<file path="src/rtl/chain_run_controller.sv">
// Run controller for a cascaded tc/enable counter chain: clears the chain, enables stage 0,
// monitors terminal counts and ends the run on wrap target, cycle budget or abort.
module chain_run_controller #(
    parameter int NUM_STAGES   = 8,
    parameter int CNT_W        = 32,
    parameter int CLEAR_CYCLES = 2
) (
    input  logic                  clk,
    input  logic                  reset,
    input  logic                  start,
    input  logic                  pause,
    input  logic                  stop,
    input  logic [CNT_W-1:0]      target_wraps,
    input  logic [CNT_W-1:0]      cycle_budget,
    input  logic [NUM_STAGES-1:0] stage_tc,
    output logic                  chain_enable,
    output logic                  chain_clear,
    output logic                  busy,
    output logic                  done,
    output logic [1:0]            done_reason,
    output logic [CNT_W-1:0]      cycles_run,
    output logic [CNT_W-1:0]      wrap_count,
    output logic [NUM_STAGES-1:0] tc_seen
);

    localparam int CLR_W = (CLEAR_CYCLES > 1) ? $clog2(CLEAR_CYCLES) : 1;
    localparam logic [CLR_W-1:0] CLR_LAST = CLR_W'(CLEAR_CYCLES - 1);

    localparam logic [1:0] REASON_NONE     = 2'd0;
    localparam logic [1:0] REASON_COMPLETE = 2'd1;
    localparam logic [1:0] REASON_BUDGET   = 2'd2;
    localparam logic [1:0] REASON_ABORT    = 2'd3;

    typedef enum logic [2:0] {
        S_IDLE,
        S_CLEAR,
        S_RUN,
        S_PAUSE,
        S_DONE
    } state_t;

    state_t                  state_q, state_d;
    logic [CLR_W-1:0]        clr_cnt_q, clr_cnt_d;
    logic [CNT_W-1:0]        cycles_q, cycles_d;
    logic [CNT_W-1:0]        wraps_q, wraps_d;
    logic [NUM_STAGES-1:0]   seen_q, seen_d;
    logic [1:0]              reason_q, reason_d;
    logic [CNT_W-1:0]        target_q, target_d;
    logic [CNT_W-1:0]        budget_q, budget_d;

    logic [CNT_W-1:0]        run_cycles;
    logic [CNT_W-1:0]        run_wraps;
    logic [NUM_STAGES-1:0]   run_seen;

    function automatic logic [CNT_W-1:0] sat_inc(input logic [CNT_W-1:0] v);
        return (&v) ? v : v + CNT_W'(1);
    endfunction

    always_comb begin
        state_d   = state_q;
        clr_cnt_d = clr_cnt_q;
        cycles_d  = cycles_q;
        wraps_d   = wraps_q;
        seen_d    = seen_q;
        reason_d  = reason_q;
        target_d  = target_q;
        budget_d  = budget_q;

        // Exit decisions in RUN look at the counters as they will be after this cycle.
        run_cycles = sat_inc(cycles_q);
        run_wraps  = stage_tc[NUM_STAGES-1] ? sat_inc(wraps_q) : wraps_q;
        run_seen   = seen_q | stage_tc;

        case (state_q)
            S_IDLE: begin
                if (start) begin
                    state_d   = S_CLEAR;
                    clr_cnt_d = '0;
                    cycles_d  = '0;
                    wraps_d   = '0;
                    seen_d    = '0;
                    reason_d  = REASON_NONE;
                    target_d  = (target_wraps == '0) ? CNT_W'(1) : target_wraps;
                    budget_d  = cycle_budget;
                end
            end
            S_CLEAR: begin
                if (clr_cnt_q == CLR_LAST) begin
                    state_d = S_RUN;
                end else begin
                    clr_cnt_d = clr_cnt_q + CLR_W'(1);
                end
            end
            S_RUN: begin
                cycles_d = run_cycles;
                wraps_d  = run_wraps;
                seen_d   = run_seen;
                if (run_wraps >= target_q) begin
                    state_d  = S_DONE;
                    reason_d = REASON_COMPLETE;
                end else if ((budget_q != '0) && (run_cycles >= budget_q)) begin
                    state_d  = S_DONE;
                    reason_d = REASON_BUDGET;
                end else if (stop) begin
                    state_d  = S_DONE;
                    reason_d = REASON_ABORT;
                end else if (pause) begin
                    state_d = S_PAUSE;
                end
            end
            S_PAUSE: begin
                if (stop) begin
                    state_d  = S_DONE;
                    reason_d = REASON_ABORT;
                end else if (start) begin
                    state_d = S_RUN;
                end
            end
            S_DONE: begin
                state_d = S_IDLE;
            end
            default: begin
                state_d = S_IDLE;
            end
        endcase
    end

    always_ff @(posedge clk or posedge reset) begin
        if (reset) begin
            state_q   <= S_IDLE;
            clr_cnt_q <= '0;
            cycles_q  <= '0;
            wraps_q   <= '0;
            seen_q    <= '0;
            reason_q  <= REASON_NONE;
            target_q  <= '0;
            budget_q  <= '0;
        end else begin
            state_q   <= state_d;
            clr_cnt_q <= clr_cnt_d;
            cycles_q  <= cycles_d;
            wraps_q   <= wraps_d;
            seen_q    <= seen_d;
            reason_q  <= reason_d;
            target_q  <= target_d;
            budget_q  <= budget_d;
        end
    end

    // Chain controls are pure state decodes so no input can reach an output combinationally.
    assign chain_enable = (state_q == S_RUN);
    assign chain_clear  = (state_q == S_CLEAR);
    assign busy         = (state_q == S_CLEAR) || (state_q == S_RUN) || (state_q == S_PAUSE);
    assign done         = (state_q == S_DONE);
    assign done_reason  = reason_q;
    assign cycles_run   = cycles_q;
    assign wrap_count   = wraps_q;
    assign tc_seen      = seen_q;

endmodule

</file>
<file path="config.mk">
export PLATFORM = sky130hd
export DESIGN_NAME = chain_run_controller
export DESIGN_NICKNAME = d
export VERILOG_FILES = /design/src/rtl/chain_run_controller.sv
export SDC_FILE = /design/constraint.sdc
export NUM_CORES = 1
export LEC_CHECK = 0
export CORE_MARGIN = 5
export CORE_UTILIZATION = 35
export DETAILED_ROUTE_END_ITERATION = 10
export SYNTH_ARGS = -nofsm -noshare
export SYNTH_HDL_FRONTEND = slang
export SYNTH_SLANG_ARGS = --single-unit
</file>
<file path="constraint.sdc">
create_clock -name clk -period 5 [get_ports clk]
set_clock_uncertainty 0.05 [all_clocks]
set_input_delay 1 -clock clk [delete_from_list [all_inputs] [get_ports clk]]
set_output_delay 1 -clock clk [all_outputs]
set_load 0.02 [all_outputs]
</file>
==> out/qor.yml, run 1 <==
numClockSinks: 142
place.gp.congestion: 0.813
hold_depth: 2
synthArstFlopShare: 1.00
whs_ns: 0.447
endpoint: "state_q[0]"
rows: 58
syn_to_final_growth_pct: 27.7
synth_fp_nets: 1177
fmax_ghz: 0.234
seqPwrFrac: 0.346
critPathMaxFanout: 11
rsz0062_at_grt: "no"
rr_endpoint: "state_q[0]"
root_buffer: "clkbuf_16"
grt_use_total: 0.181
p_sw_mw: 1.87
end_kind: "flop"
ios: 155
hold_path_class: "flop to flop"
muxShareOfSynthArea: 0.00253
startpoint: "cycles_run[0]"
synth_compound_area_frac: 0.188
cts.path.max_buffers: 2
dr_wl_met3_um: 1280
synth_edf_count: 0
synth_area_leaders: "dfrtp_1, ha_1, o21ai_0"
start_kind: "flop"
grt_pass1_vias: 7812
fillers: 2503
syn_area_um2: 8890
status: "finished clean"
syn_inst: 1034
finalSetupTns_ns: 0
clk_latency_ns: 0.42
drt-total-wl_um: 25800
first_pass_iters: 5
postCtsSetupBuffers: 0
period_needed_ns: 4.28
slew_viol_final: 0
relSlewSlack: 0.382
num_vias: 8001
wl_met1_um: 12700
synth-xor-area-share: 0.0601
p_total_mw: 4.87
portBuffers: 154
p_per_area_nw_per_um2: 429
nNetsFinal: 1305
cp_data_required_time_ns: 5.27
cap_violations: 0
clockPowerShare: 0.283
leakagePower_nw: 4.97
cts_tree: "yes"
reg2reg_from: "cycles_run[0]"
ys_warn_count: 0
fin_crit_sh: 0.855
hpwl_um: 18400
coreArea_um2: 25100
postCtsHoldBufs: 0
worst_ir_drop_vdd_v: 0.000196
yosys-top-cells-count: "nand2_1, dfrtp_1, o21ai_0"
grt_overflow_total: 0
first_iter_violations: 554
dieArea_um2: 28700
synth_top_area_frac: 0.400
criticalPathCategory: "flop to flop"
synth_top_family_by_area: "simple AND/OR/NAND/NOR gates"
die_w_um: 169
cts.clk_slew.worst_paths_ns: 0.07
setup_violations: 0
r2r_slack_ns: 0.72
synth_fa_ha_area_frac: 0.0929
worstPathArrival_ns: 4.55
htreeDepth: 4
ant_nets: 0
grt_antenna_before_repair: 0
holdCritStartpoint: "tc_seen[0]"
drive_gt1_frac: 0.0554
cts_resized: 0
p_sw_frac: 0.384
ys_ff_latch: 142
die_h_um: 169
synth_top_cell_by_area: "dfrtp_1"
synth_seq_area_share: 0.400
grt_max_degree: 139
yosysUniqueCellTypes: 64
initial_core_util: 0.354
combPwrFrac: 0.371
synth.most_common_cell: "nand2_1"
yosys_most_used_dff: "dfrtp_1"
top_layer: "met4"
synth-simple-area-share: 0.199
grt_pass1_wl_um: 41900
wl_per_cell_um: 17.1
syn_area_per_cell_um2: 8.60
route.detailed.drc: 0
reg2regPathDepth: 17
p_int_mw: 3.00
wl_met2_um: 11700
numCtsBuffers: 17
tightestPinTransition_ns: 0.926
viasPerCell: 5.32
hold_viol: 0
-- state kept, by name (all words and copies together), names as in the netlist --
signal       flops
target_q        32
state_q          3
budget_q        32
done_reason      2
tc_seen          8
clr_cnt_q        1
wrap_count      32
cycles_run      32
-- routing by layer --
| layer | track usage | vias to the layer above |
|---|---|---|
| li1 | - | 3920 |
| met1 | 0.262 | 3881 |
| met2 | 0.280 | 186 |
| met3 | 0.0338 | 14 |
| met4 | 0.0452 | 0 |
| met5 | 0 | - |
-- placed cells by master (no fill, tap or decap), types with 4 or more instances in the layout --
master           synthesis  routed
a21oi_1                 45      45
inv_6                    0       5
xor2_1                  23      23
nor3_1                   4       4
o21ai_0                136     136
a41oi_1                  4       4
and2_1                   5       5
and3_1                   8       8
ha_1                    66      66
nand2_1                153     153
a221oi_1                 5       5
a21o_1                   7       7
and4_1                  14      14
a22o_1                  11      11
xnor2_1                 38      38
nand2b_1                 5       4
a31oi_1                 21      21
clkdlybuf4s50_1          0     154
clkbuf_16                0      17
nor2_1                  57      56
bufinv_16                0       4
dfrtp_1                142     142
nand3_1                 32      32
a211oi_1                 4       4
o31ai_1                 26      26
nand4_1                 26      26
inv_1                   72      70
nor4_1                  24      24
buf_4                    2      11
-- how the worst min path moves through the flow --
stage                              to  slack, ns
after floorplan           target_q[0]       0.45
after global placement     tc_seen[0]       0.43
after detailed placement   tc_seen[0]       0.43
after CTS                  tc_seen[0]       0.45
after global routing       tc_seen[1]       0.49
final                      tc_seen[0]       0.45
-- metrics by stage --
step	area (um2)	instances	util	setup slack [ns]
floorplan	8890	1034	-	0.140
global placement	10700	1473	0.427	0.645
detailed placement	10700	1473	0.427	0.605
CTS	11300	1504	0.452	0.701
global route	11300	1504	0.452	0.371
finish	11300	1505	0.452	0.723
-- cell type report --
class	count	area, um2	share of cell area
multi-input cells	763	4840	0.426
inverters	72	275	0.0243
clock inverters	12	183	0.0161
well taps	330	413	0.0364
repair buffers	166	1640	0.145
flip-flops and latches	142	3550	0.313
clock buffers	19	443	0.0390
diodes	1	2.50	0.000220
-- worst max-delay path: stages, from the launching register on --
cell	delay [ns]
dfrtp_1	0.46
ha_1	0.26
and2_1	0.17
nand4_1	0.26
nor4_4	0.05
buf_4	0.19
nor4_1	0.33
buf_4	0.25
nand3_1	0.14
xnor2_1	0.21
ha_1	0.27
a21oi_1	0.17
o21ai_0	0.10
a221oi_1	0.32
o22ai_1	0.15
a21oi_1	0.37
nand2_1	0.17
o32ai_1	0.28
-- power by group through the flow --
stage	Sequential [mW]	Clock [mW]	Combinational [mW]
floorplan	1.71	0	1.15
global placement	1.69	0	1.78
detailed placement	1.70	0	1.81
CTS	1.69	1.41	1.83
global route	1.73	1.47	2.07
finish	1.69	1.38	1.81
-- cells by family after synthesis --
| logic type | Yosys count |
|---|---|
| adder cells (fa/ha/maj) | 66 |
| multiplexers | 2 |
| buffers and inverters | 129 |
| XOR/XNOR | 61 |
| AND/OR/NAND/NOR | 355 |
| AO/OA/AOI/OAI | 279 |
| flip-flops | 142 |
No activity file was read; power rests on OpenSTA's default activity.
==> run 2: changes to the inputs <==
Settings changed: CORE_ASPECT_RATIO from default to 1.25, PLACE_DENSITY_LB_ADDON from default to 0.1.
==> run 2 against run 1 <==
Against the previous run:
- critical path depth down 1
- fmax about the same
- wire length up 1.6%
- sequential power about the same
- core utilization down 0.32 points
- critical endpoint unchanged
- largest power group unchanged
- highest routed layer unchanged
==> out/qor.yml, run 2 (synthesis gave the netlist of run 1 again) <==
status: "finished clean"
critPathMaxFanout: 10
coreArea_um2: 25100
postCtsSetupBuffers: 0
antenna_cells: 0
wl_per_cell_um: 17.4
cts.clk_slew.worst_paths_ns: 0.07
cp_top_family: "compound AO/OA/AOI/OAI gates"
grt_antenna_before_repair: 0
final_cell_mix: "clkdlybuf4s50_1, nand2_1, dfrtp_1, o21ai_0, inv_1"
grt_pass1_vias: 8001
r2r_slack_ns: 0.73
p_total_mw: 4.72
finalSetupTns_ns: 0
p_sw_frac: 0.396
postCtsHoldBufs: 0
cts_tree: "yes"
die_h_um: 188
reg2regPathDepth: 16
criticalPathCategory: "flop to flop"
rr_endpoint: "state_q[0]"
hpwl_um: 19000
cap_violations: 0
path_cells: "ha_1 -> and2_1 -> nand4_1 -> nor4_4 -> buf_4 -> nor2_2 -> nand3_1 -> xnor2_1 -> ha_1 -> a21oi_1 -> o21ai_0 -> a221oi_1 -> o21ai_0 -> a21oi_1 -> nand2_1 -> o32ai_1"
cts_resized: 0
hold_depth: 2
first_pass_iters: 5
use_met3: 0.0317
p_sw_mw: 1.87
clockPowerShare: 0.266
grt_max_degree: 85
crit_slowest_cell: "dfrtp_1"
ios: 155
setup_violations: 0
initial_core_util: 0.354
cts.path.max_buffers: 2
num_vias: 7850
worst_ir_drop_vdd_v: 0.000214
cp_data_required_time_ns: 5.28
rsz0062_at_grt: "no"
first_iter_violations: 367
drt-total-wl_um: 26200
die_w_um: 153
cp.buffers_inverters: 1
holdCritStartpoint: "tc_seen[3]"
fmax_ghz: 0.234
rows: 65
ant_nets: 0
relSlewSlack: 0.408
portBuffers: 154
place.gp.congestion: 0.824
p_int_mw: 2.85
grt_overflow_total: 0
grt_pass1_wl_um: 42300
leakagePower_nw: 4.94
hold_viol: 0
cp_num_cells: 16
tightestPinTransition_ns: 0.885
grt.busiest_layer: "met2"
seqPwrFrac: 0.358
use_met1: 0.216
period_needed_ns: 4.27
slew_viol_final: 0
mostFrequentLayoutCell: "clkdlybuf4s50_1"
drive_gt1_frac: 0.0554
numClockSinks: 142
start_kind: "flop"
hold_path_class: "flop to flop"
grt_use_total: 0.182
syn_to_final_growth_pct: 26.9
root_buffer: "clkbuf_16"
grt_use_met2: 0.332
route.detailed.drc: 0
end_kind: "flop"
reg2reg_from: "cycles_run[0]"
combPwrFrac: 0.377
cpPeakStageDelay_ns: 0.46
fin_crit_sh: 0.855
viasPerCell: 5.20
worstPathArrival_ns: 4.55
p_per_area_nw_per_um2: 418
numCtsBuffers: 17
dieArea_um2: 28700
hold_end: "tc_seen[3]"
clk_latency_ns: 0.43
nNetsFinal: 1304
whs_ns: 0.441
htreeDepth: 4
-- run 2: cell types whose count changed in the layout (fill, tap and decap cells not counted), sizes merged --
cell | previous run | this run
diode | 1 | 0
bufinv | 4 | 1
buf | 12 | 11
inv | 76 | 77
clkinv | 1 | 5
clkinvlp | 3 | 2
-- run 2: worst reg2reg max path: stages (launching register included) --
cell and delay (ns):
dfrtp_1 0.46, ha_1 0.26, and2_1 0.17, nand4_1 0.27, nor4_4 0.05, buf_4 0.19, nor2_2 0.45, nand3_1 0.20
xnor2_1 0.17, ha_1 0.30, a21oi_1 0.14, o21ai_0 0.10, a221oi_1 0.29, o21ai_0 0.27, a21oi_1 0.36, nand2_1 0.16
o32ai_1 0.29
-- run 2: layout make-up --
type                       count  area [um2]
fill                        2506       13900
multi-input combinational    763        4840
inverter                      72         275
timing repair buffer         165        1620
tap                          335         419
sequential                   142        3550
clock buffer                  19         443
clock inverter                13         129
-- run 2: worst max-delay path by stage --
stage	from	end	slack, ns
after detailed placement	stage_tc[7]	state_q[0]	0.41
after global placement	stage_tc[7]	state_q[0]	0.48
after CTS	cycles_run[0]	state_q[0]	0.68
after global routing	wrap_count[3]	state_q[0]	0.38
after floorplan	reset	budget_q[0]	0.14
final	cycles_run[0]	state_q[0]	0.73
-- run 2: metrics by stage --
| stage | cell area (um2) | setup slack, ns | instances | utilization |
|---|---|---|---|---|
| after global routing | 11300 | 0.380 | 1509 | 0.449 |
| after detailed placement | 10700 | 0.415 | 1477 | 0.426 |
| after CTS | 11300 | 0.683 | 1509 | 0.449 |
| after floorplan | 8890 | 0.140 | 1034 | - |
| final | 11300 | 0.725 | 1509 | 0.449 |
| after global placement | 10700 | 0.477 | 1477 | 0.426 |
-- run 2: layer usage --
layer | routed length (um) | up-vias
li1 | - | 3926
met1 | 11000 | 3737
met2 | 13700 | 160
met3 | 919 | 27
met4 | 601 | 0
met5 | 0 | -
-- run 2: power by group through the flow --
stage                     combinational, mW  sequential (mW)  clock, mW
after detailed placement               1.82             1.71          0
after CTS                              1.82             1.69       1.29
after global placement                 1.79             1.71          0
final                                  1.78             1.69       1.25
after floorplan                        1.15             1.71          0
after global routing                   2.05             1.73       1.34
